`config.mk`:
```
export PLATFORM = sky130hd
export DESIGN_NAME = hazard_sequencer
export DESIGN_NICKNAME = d
export VERILOG_FILES = /design/src/rtl/rv_pkg.sv /design/src/rtl/sat_counter.sv /design/src/rtl/hazard_sequencer.sv
export SDC_FILE = /design/constraint.sdc
export NUM_CORES = 1
export LEC_CHECK = 0
export BUFFER_PORTS_ARGS = -buffer_cell sky130_fd_sc_hd__buf_2
export CAP_MARGIN = 5
export CORE_MARGIN = 5
export CORE_UTILIZATION = 57
export DETAILED_ROUTE_END_ITERATION = 10
export PLACE_DENSITY = 0.86
export SYNTH_ARGS = -nofsm -noshare
export SYNTH_HDL_FRONTEND = slang
export SYNTH_SLANG_ARGS = --single-unit
```
`constraint.sdc`:
```
create_clock -name clk -period 5.5 [get_ports clk]
set_clock_uncertainty 0.1 [all_clocks]
set_input_delay 0.275 -clock clk [delete_from_list [all_inputs] [get_ports clk]]
set_output_delay 0.275 -clock clk [all_outputs]
set_load 0.02 [all_outputs]
```
`src/rtl/rv_pkg.sv`:
```
// rv_pkg: shared opcode constants and sequencer state encoding for the decode-stage controller.
package rv_pkg;
    localparam logic [6:0] LUI   = 7'b0110111;
    localparam logic [6:0] AUIPC = 7'b0010111;
    localparam logic [6:0] JAL   = 7'b1101111;
    localparam logic [6:0] JALR  = 7'b1100111;
    localparam logic [6:0] BCC   = 7'b1100011;
    localparam logic [6:0] LCC   = 7'b0000011;
    localparam logic [6:0] SCC   = 7'b0100011;
    localparam logic [6:0] MCC   = 7'b0010011;
    localparam logic [6:0] RCC   = 7'b0110011;
    localparam logic [6:0] MAC   = 7'b1111111;

    typedef enum logic [1:0] {RUN, MAC_WAIT, REDIRECT} state_t;
endpackage

```
`src/rtl/sat_counter.sv`:
```
// sat_counter: W-bit saturating up-counter with synchronous clear taking priority over increment.
module sat_counter #(
    parameter int W = 16
) (
    input  logic         clk,
    input  logic         rst_n,
    input  logic         inc,
    input  logic         clr,
    output logic [W-1:0] q
);
    always_ff @(posedge clk or negedge rst_n) begin
        if (!rst_n) q <= '0;
        else if (clr) q <= '0;
        else if (inc && q != '1) q <= q + W'(1);
    end
endmodule

```
`src/rtl/hazard_sequencer.sv`:
```
// hazard_sequencer: decode-stage stall/flush sequencing for load-use hazards, EX redirects and the multi-cycle MAC.
module hazard_sequencer
    import rv_pkg::*;
#(
    parameter int MAC_CYCLES   = 4,
    parameter int FLUSH_CYCLES = 2,
    parameter int CNT_W        = 16
) (
    input  logic             clk,
    input  logic             reset,
    input  logic [6:0]       id_opcode,
    input  logic [4:0]       id_rs1,
    input  logic [4:0]       id_rs2,
    input  logic             id_valid,
    input  logic             ex_mem_read,
    input  logic [4:0]       ex_rd,
    input  logic             ex_redirect,
    input  logic             cnt_clr,
    output logic             stall,
    output logic             flush,
    output logic             pc_write_en,
    output logic             ifid_write_en,
    output logic             mac_start,
    output logic             mac_abort,
    output logic             mac_busy,
    output logic [CNT_W-1:0] stall_cnt,
    output logic [CNT_W-1:0] flush_cnt
);
    localparam logic [3:0] MAC_LOAD = 4'(MAC_CYCLES - 2);
    localparam logic [3:0] FL_LOAD  = 4'(FLUSH_CYCLES > 1 ? FLUSH_CYCLES - 2 : 0);
    localparam state_t     FL_NEXT  = FLUSH_CYCLES > 1 ? REDIRECT : RUN;

    state_t     state, state_d;
    logic [3:0] cnt, cnt_d;
    logic       uses_rs1, uses_rs2, lu, flush_inc;

    assign uses_rs1 = !(id_opcode inside {LUI, AUIPC, JAL});
    assign uses_rs2 = id_opcode inside {BCC, SCC, RCC, MAC};
    assign lu = id_valid && ex_mem_read && ex_rd != 5'd0 &&
                ((ex_rd == id_rs1 && uses_rs1) || (ex_rd == id_rs2 && uses_rs2));

    always_comb begin
        state_d       = state;
        cnt_d         = cnt;
        stall         = 1'b0;
        flush         = 1'b0;
        pc_write_en   = 1'b1;
        ifid_write_en = 1'b1;
        mac_start     = 1'b0;
        mac_abort     = 1'b0;
        mac_busy      = 1'b0;
        flush_inc     = 1'b0;
        case (state)
            RUN: begin
                if (ex_redirect) begin
                    flush     = 1'b1;
                    flush_inc = 1'b1;
                    state_d   = FL_NEXT;
                    cnt_d     = FL_LOAD;
                end else if (lu) begin
                    stall = 1'b1;
                end else if (id_valid && id_opcode == MAC) begin
                    mac_start = 1'b1;
                    stall     = 1'b1;
                    state_d   = MAC_WAIT;
                    cnt_d     = MAC_LOAD;
                end
            end
            MAC_WAIT: begin
                mac_busy = 1'b1;
                if (ex_redirect) begin
                    mac_abort = 1'b1;
                    flush     = 1'b1;
                    flush_inc = 1'b1;
                    state_d   = FL_NEXT;
                    cnt_d     = FL_LOAD;
                end else begin
                    stall   = 1'b1;
                    state_d = cnt == 4'd0 ? RUN : MAC_WAIT;
                    cnt_d   = cnt == 4'd0 ? cnt : cnt - 4'd1;
                end
            end
            REDIRECT: begin
                flush   = 1'b1;
                state_d = cnt == 4'd0 ? RUN : REDIRECT;
                cnt_d   = cnt == 4'd0 ? cnt : cnt - 4'd1;
            end
            default: state_d = RUN;
        endcase
        pc_write_en   = pc_write_en && !stall;
        ifid_write_en = ifid_write_en && !stall;
        // Reset forces the idle control word at once, so an in-flight MAC drops without an abort pulse.
        if (!reset) begin
            stall         = 1'b0;
            flush         = 1'b0;
            pc_write_en   = 1'b1;
            ifid_write_en = 1'b1;
            mac_start     = 1'b0;
            mac_abort     = 1'b0;
            mac_busy      = 1'b0;
            flush_inc     = 1'b0;
        end
    end

    always_ff @(posedge clk or negedge reset) begin
        if (!reset) begin
            state <= RUN;
            cnt   <= 4'd0;
        end else begin
            state <= state_d;
            cnt   <= cnt_d;
        end
    end

    sat_counter #(.W(CNT_W)) u_stall_cnt (
        .clk  (clk),
        .rst_n(reset),
        .inc  (stall),
        .clr  (cnt_clr),
        .q    (stall_cnt)
    );

    sat_counter #(.W(CNT_W)) u_flush_cnt (
        .clk  (clk),
        .rst_n(reset),
        .inc  (flush_inc),
        .clr  (cnt_clr),
        .q    (flush_cnt)
    );
endmodule

```
Word level (Yosys, flattened, before mapping):

Cells that the tools add are included.

* register bits: 38
* bits in latches: 0
* memory bits (writable): 0
* bits in read-only memories: 0
* input port bits: 28
* output and inout port bits: 39
* word-level logic and storage cells: 81
* memories: 0

* add/subtract/negate cells: 3
* $mul: 0
* divide/modulo/power cells: 0
* order comparisons: 0
* equal/unequal tests: 15
* shifts and indexed selects: 0
* mux-type cells: 37
* bitwise gates (word level): 0
* reductions and logical operators: 22

Operators by type and width (number)
* $mux W16: 4
* $add A16 B1 Y16 const B: 2
* $ne A16 B16 Y1 const B: 2
* $eq A7 B6 Y1 const B: 3
* $eq A7 B7 Y1 const B: 3
* $mux W4: 5
* $mux W1: 19
* $pmux W4 S3: 1
* $eq A5 B5 Y1: 2
* $mux W2: 5
* $logic_and A1 B1 Y1: 8
* $eq A7 B5 Y1 const B: 1
* $ne A3 B3 Y1 const B: 2
* $pmux W2 S3: 1
* $reduce_bool A3 Y1: 2
* $reduce_bool A5 Y1: 1
* $logic_not A4 Y1: 1
* $pmux W1 S2: 2
* $reduce_bool A2 Y1: 2
* $reduce_bool A4 Y1: 1
* $sub A4 B1 Y4 const B: 1
* $reduce_and A3 Y1: 1
* $eq A2 B1 Y1 const B: 1
* $eq A2 B2 Y1 const B: 1
* 5 further kinds: 6

Depth between registers and ports, before layout:

* word-level depth: 13
* mapped depth: 10

Cells and area by module:

From an unflattened synthesis, not the netlist that was laid out.

* cells, all modules: 297
* area total of the unflattened synthesis: 2741.4 µm²

By module, submodules not included
* sat_counter: times used 2, cells each 98, area an instance 942.2 µm², seq. area each 400.4 µm²
* hazard_sequencer: times used 1, cells each 101, area an instance 857.1 µm², seq. area each 150.1 µm²

Least setup slack after synthesis:

OpenSTA, ideal clock, no wires.

* kind: input port to output port
* start point: input port ex_rd[1]
* end point: output port pc_write_en
* data arrival time: 2211 ps
* setup slack: 2914 ps
* stages on the path: 7
* path buffers: 1
* cells stage by stage: or4_4 o21ai_1 nor4_2 a41o_2 o21a_1 o21ai_0 buf_4

* cells in the longest elaborated chain, start to end: 9
* elaborated cells on any way between the ends: 13
* classes of those cells: eq/ne (2); mux (4); reduce/logical (7)

RTL lines
* start, declared: RTL line hazard_sequencer.sv:16 `input logic [4:0] ex_rd,`
* $eq A5 B5 Y1: RTL line hazard_sequencer.sv:40 `((ex_rd == id_rs1 && uses_rs1) || (ex_rd == id_rs2 && uses_rs2));`
* $logic_and A1 B1 Y1: RTL line hazard_sequencer.sv:40
* $logic_or A1 B1 Y1: RTL line hazard_sequencer.sv:40
* $logic_and A1 B1 Y1 *: RTL line hazard_sequencer.sv:39 `assign lu = id_valid && ex_mem_read && ex_rd != 5'd0 &&`
* $mux W1 *: RTL line hazard_sequencer.sv:60 `end else if (lu) begin`
* $mux W1 *: RTL line hazard_sequencer.sv:55 `if (ex_redirect) begin`
* $pmux W1 S2 *: RTL line hazard_sequencer.sv:53 `case (state)`
* $logic_not A1 Y1 *
* $mux W1 *
* end, declared: RTL line hazard_sequencer.sv:21 `output logic pc_write_en,`

Every way passes the cells marked *; elsewhere a longest branch is shown, timed or not.

Final worst setup path:

* start point: input port reset
* end point: register u_flush_cnt.q[10]

* cells in the longest elaborated chain, start to end: 3

RTL lines
* start, declared: RTL line hazard_sequencer.sv:10 `input logic reset,`
* $mux W1: RTL line hazard_sequencer.sv:93 `if (!reset) begin`
* $logic_and A1 B1 Y1: RTL line sat_counter.sv:14 `else if (inc && q != '1) q <= q + W'(1);`
* $reduce_bool A2 Y1 (no line)
* end signal, assigned: RTL line sat_counter.sv:14
* end, declared: RTL line sat_counter.sv:9 `output logic [W-1:0] q`

No other way between the ends.
A chain may end at the register's enable or synchronous reset.

==> flow_summary_export.csv <==
group,metric,value,unit
yosys,yosys_warnings,0,
clocking,cts_setup_buffers,0,
setup_path,reg2reg_depth,8,
pwr,clkPwrFrac,38.1,%
sta,setup_violations,0,
layout,fin_area,0.00295,sq mm
setup_path,end_kind,"flop",
clocking,path_clk_slew,80,ps
global_route,overflow,0,
detailed_routing,dr_total_vias,2326,
global_route,grtUsageTotal,22.0,%
setup_path,slowest_delay,620,ps
clocking,ctsResizeCount,0,
yosys,ys_async_sr_fraction,100,%
pwr,static-leakage-power,1.38,nW
detailed_routing,drc,0,
setup_path,slowest_stage,"a211oi_1",
setup_path,critPathRequiredTime,5560,ps
yosys,synth_edf_count,0,
clocking,cts_max_level,2,
setup_path,rrSetupSlack,2950,ps
yosys,syn_area_per_cell,8.85,sq um
sta,tightestPinTransition,669,ps
layout,areaGrowthSynthToFinish,20.4,%
yosys,ys_ff_latch,38,
layout,fin_nets,376,
pwr,comb_power_share,21.6,%
pwr,seqPwrFrac,40.3,%
pwr,netSwitchingPower,0.206,mW
global_route,grt_max_degree,33,
clocking,root_buffer,"clkbuf_8",
yosys,ys_types,54,
pwr,swShare,26.9,%
placement,port_buffers,66,
global_route,grt_pass1_vias,2239,
setup_path,critPathArrivalTime,2670,ps
pwr,internal-power,0.560,mW
yosys,ys_seq_area_share,38.8,%
layout,diodes,0,
layout,drive_gt1_share,25.7,%
floorplan,rows,23,
yosys,synth_cells,277,
sta,timing.final.crit_share,47.4,%
min_path,worstHoldPathType,"in -> async",
floorplan,core-area,0.00409,sq mm
setup_path,path_cells,"dlygate4sd3_1 > buf_2 > o211a_1 > nand3_1 > a211oi_1 > nand4_1 > xor2_1 > nor2_1",
detailed_routing,wire_per_inst,15.2,um
setup_path,r2r_end,"u_flush_cnt.q[10]",
setup_path,worst_setup_path_start_kind,"input pin",
setup_path,path_delay_family,"compound AO/OA/AOI/OAI gates",
sta,final-max-slew-violation-count,0,
detailed_routing,ant_nets,0,
yosys,synth_flop_cell,"dfrtp_1",
pwr,powerDensity,260,mW/mm^2
clocking,cts.sinks,38,
clocking,clock_path_buffers,2,
placement,placed_area,0.00280,sq mm
layout,n_fill_cell,300,
setup_path,timing.rr.start,"state[1]",
floorplan,die-area,0.00571,sq mm
sta,layout_min_cycle_time,2610,ps
global_route,grt_pass1_wl,9950,um
placement,place.gp.congestion,0.815,
sta,rsz0062_at_grt,"false",
floorplan,io_pins,67,
floorplan,die_h,75.6,um
status,status,"finished, final reports clean",
placement,place_hpwl,4430,um
yosys,synthesis.area,0.00245,sq mm
sta,relSlewSlack,55.2,%
layout,final_util,72.2,%
clocking,worstSkewPairLatency,290,ps
pwr,irDropWorstVdd,0.266,mV
setup_path,critPathKind,"in -> reg",
floorplan,die_w,75.6,um
clocking,cts_tree,"built",
job,cap_viol_max_count,0,
sta,finalHoldViolations,0,
yosys,postSynthNetCount,312,
detailed_routing,viasPerCell,5.93,
setup_path,path_max_fanout,19,
detailed_routing,drt_iter0_markers,222,
detailed_routing,firstDrtPassIters,4,
clocking,cts_made_buffers,5,
floorplan,initial_utilization,60.0,%
sta,setup_tns,0,ps
sta,max_freq,384,MHz
detailed_routing,finalWirelength,5940,um
setup_path,path_buf_inv,2,
global_route,antenna_found_initial,0,
-- synthesized netlist by cell type (5+ instances only) --
master	n	area share (%)
o21ai_0	10	2.0
xor2_1	9	3.2
and2_1	5	1.3
clkbuf_1	7	1.1
dfrtp_1	38	39
and3_1	7	1.8
xnor2_1	13	4.6
or3_1	6	1.5
nand4_1	7	1.8
o31ai_1	11	3.4
nor2_1	30	4.6
nand2_1	17	2.6
a21oi_1	18	3.7
inv_1	10	1.5
or4_1	9	2.8
nor3_1	7	1.4
ha_1	7	3.6
nand3_1	15	3.1
nor2b_1	5	1.3
-- final cells by class --
type | count | area [sq um] | share of cell area, %
Multi-Input combinational cell | 217 | 1400 | 47.5
Sequential cell | 38 | 951 | 32.2
Timing Repair Buffer | 69 | 355 | 12.0
Clock buffer | 6 | 82.6 | 2.80
Tap cell | 50 | 62.6 | 2.12
Clock inverter | 2 | 60.1 | 2.03
Inverter | 10 | 37.5 | 1.27
-- power by group through the flow --
stage | clock, mW | combinational (mW) | sequential [mW]
global placement | 0 | 0.157 | 0.314
finish | 0.292 | 0.166 | 0.309
CTS | 0.296 | 0.167 | 0.308
global route | 0.313 | 0.186 | 0.311
detailed placement | 0 | 0.165 | 0.314
floorplan | 0 | 0.120 | 0.313
-- registers in the layout, summed over array words and instances, names as in the netlist --
register       cells
u_stall_cnt.q     16
state              2
u_flush_cnt.q     16
cnt                4
-- logic make-up after synthesis --
group | count (synthesis) | share of synthesized area (%)
AOI/OAI and AO/OA | 61 | 16.7
xor gates and xnor gates | 22 | 7.86
adders and majority gates | 7 | 3.57
buffers and inverters | 22 | 4.03
DFF | 38 | 38.8
muxes | 3 | 1.22
and+or+nand+nor | 124 | 27.8
-- per-layer routing --
metal	global-route usage, %	share of wire (%)	up-vias
met1	27.9	41	1116
met2	37.5	52	63
met3	5.80	5.3	8
met4	5.63	0.99	0
met5	0	0	-
li1	-	-	1139
-- how the worst max path moves through the flow --
stage	from	end	cells after the start
floorplan	ex_rd[1]	pc_write_en	7
global placement	ex_rd[1]	cnt[1]	7
detailed placement	ex_rd[1]	cnt[1]	7
CTS	reset	u_flush_cnt.q[10]	8
global route	reset	u_stall_cnt.q[7]	9
finish	reset	u_flush_cnt.q[10]	8
-- cells in the final DEF, fill, tap and decap left out, drive strengths merged, types with 2 or more instances in the layout --
master	count
a211oi	2
a21o	2
a21oi	18
a22o	2
a311oi	2
a41o	2
and2	5
and3	7
and4	2
and4b	2
buf	68
bufinv	2
clkbuf	6
dfrtp	38
ha	7
inv	10
mux2i	3
nand2	17
nand2b	2
nand3	15
nand4	7
nor2	30
nor2b	5
nor3	7
nor4	2
o21a	2
o21ai	11
o22ai	2
o31ai	12
or2	3
or3	7
or4	10
xnor2	13
xor2	9
-- metrics by stage --
step | hold slack (ps) | worst slack, ps | power (mW) | cells
after floorplan | -121 | 2910 | 0.432 | 277
final | 327 | 2890 | 0.767 | 392
after global routing | 374 | 2620 | 0.809 | 392
after detailed placement | 126 | 2930 | 0.479 | 383
after global placement | 123 | 2990 | 0.471 | 383
after CTS | 333 | 2890 | 0.771 | 392
-- repair_timing --
action	CTS	global route
setup endpoints to repair	0	0
hold endpoints to repair	13	0
hold buffers	1	0
(Power assumes the default switching activity.)
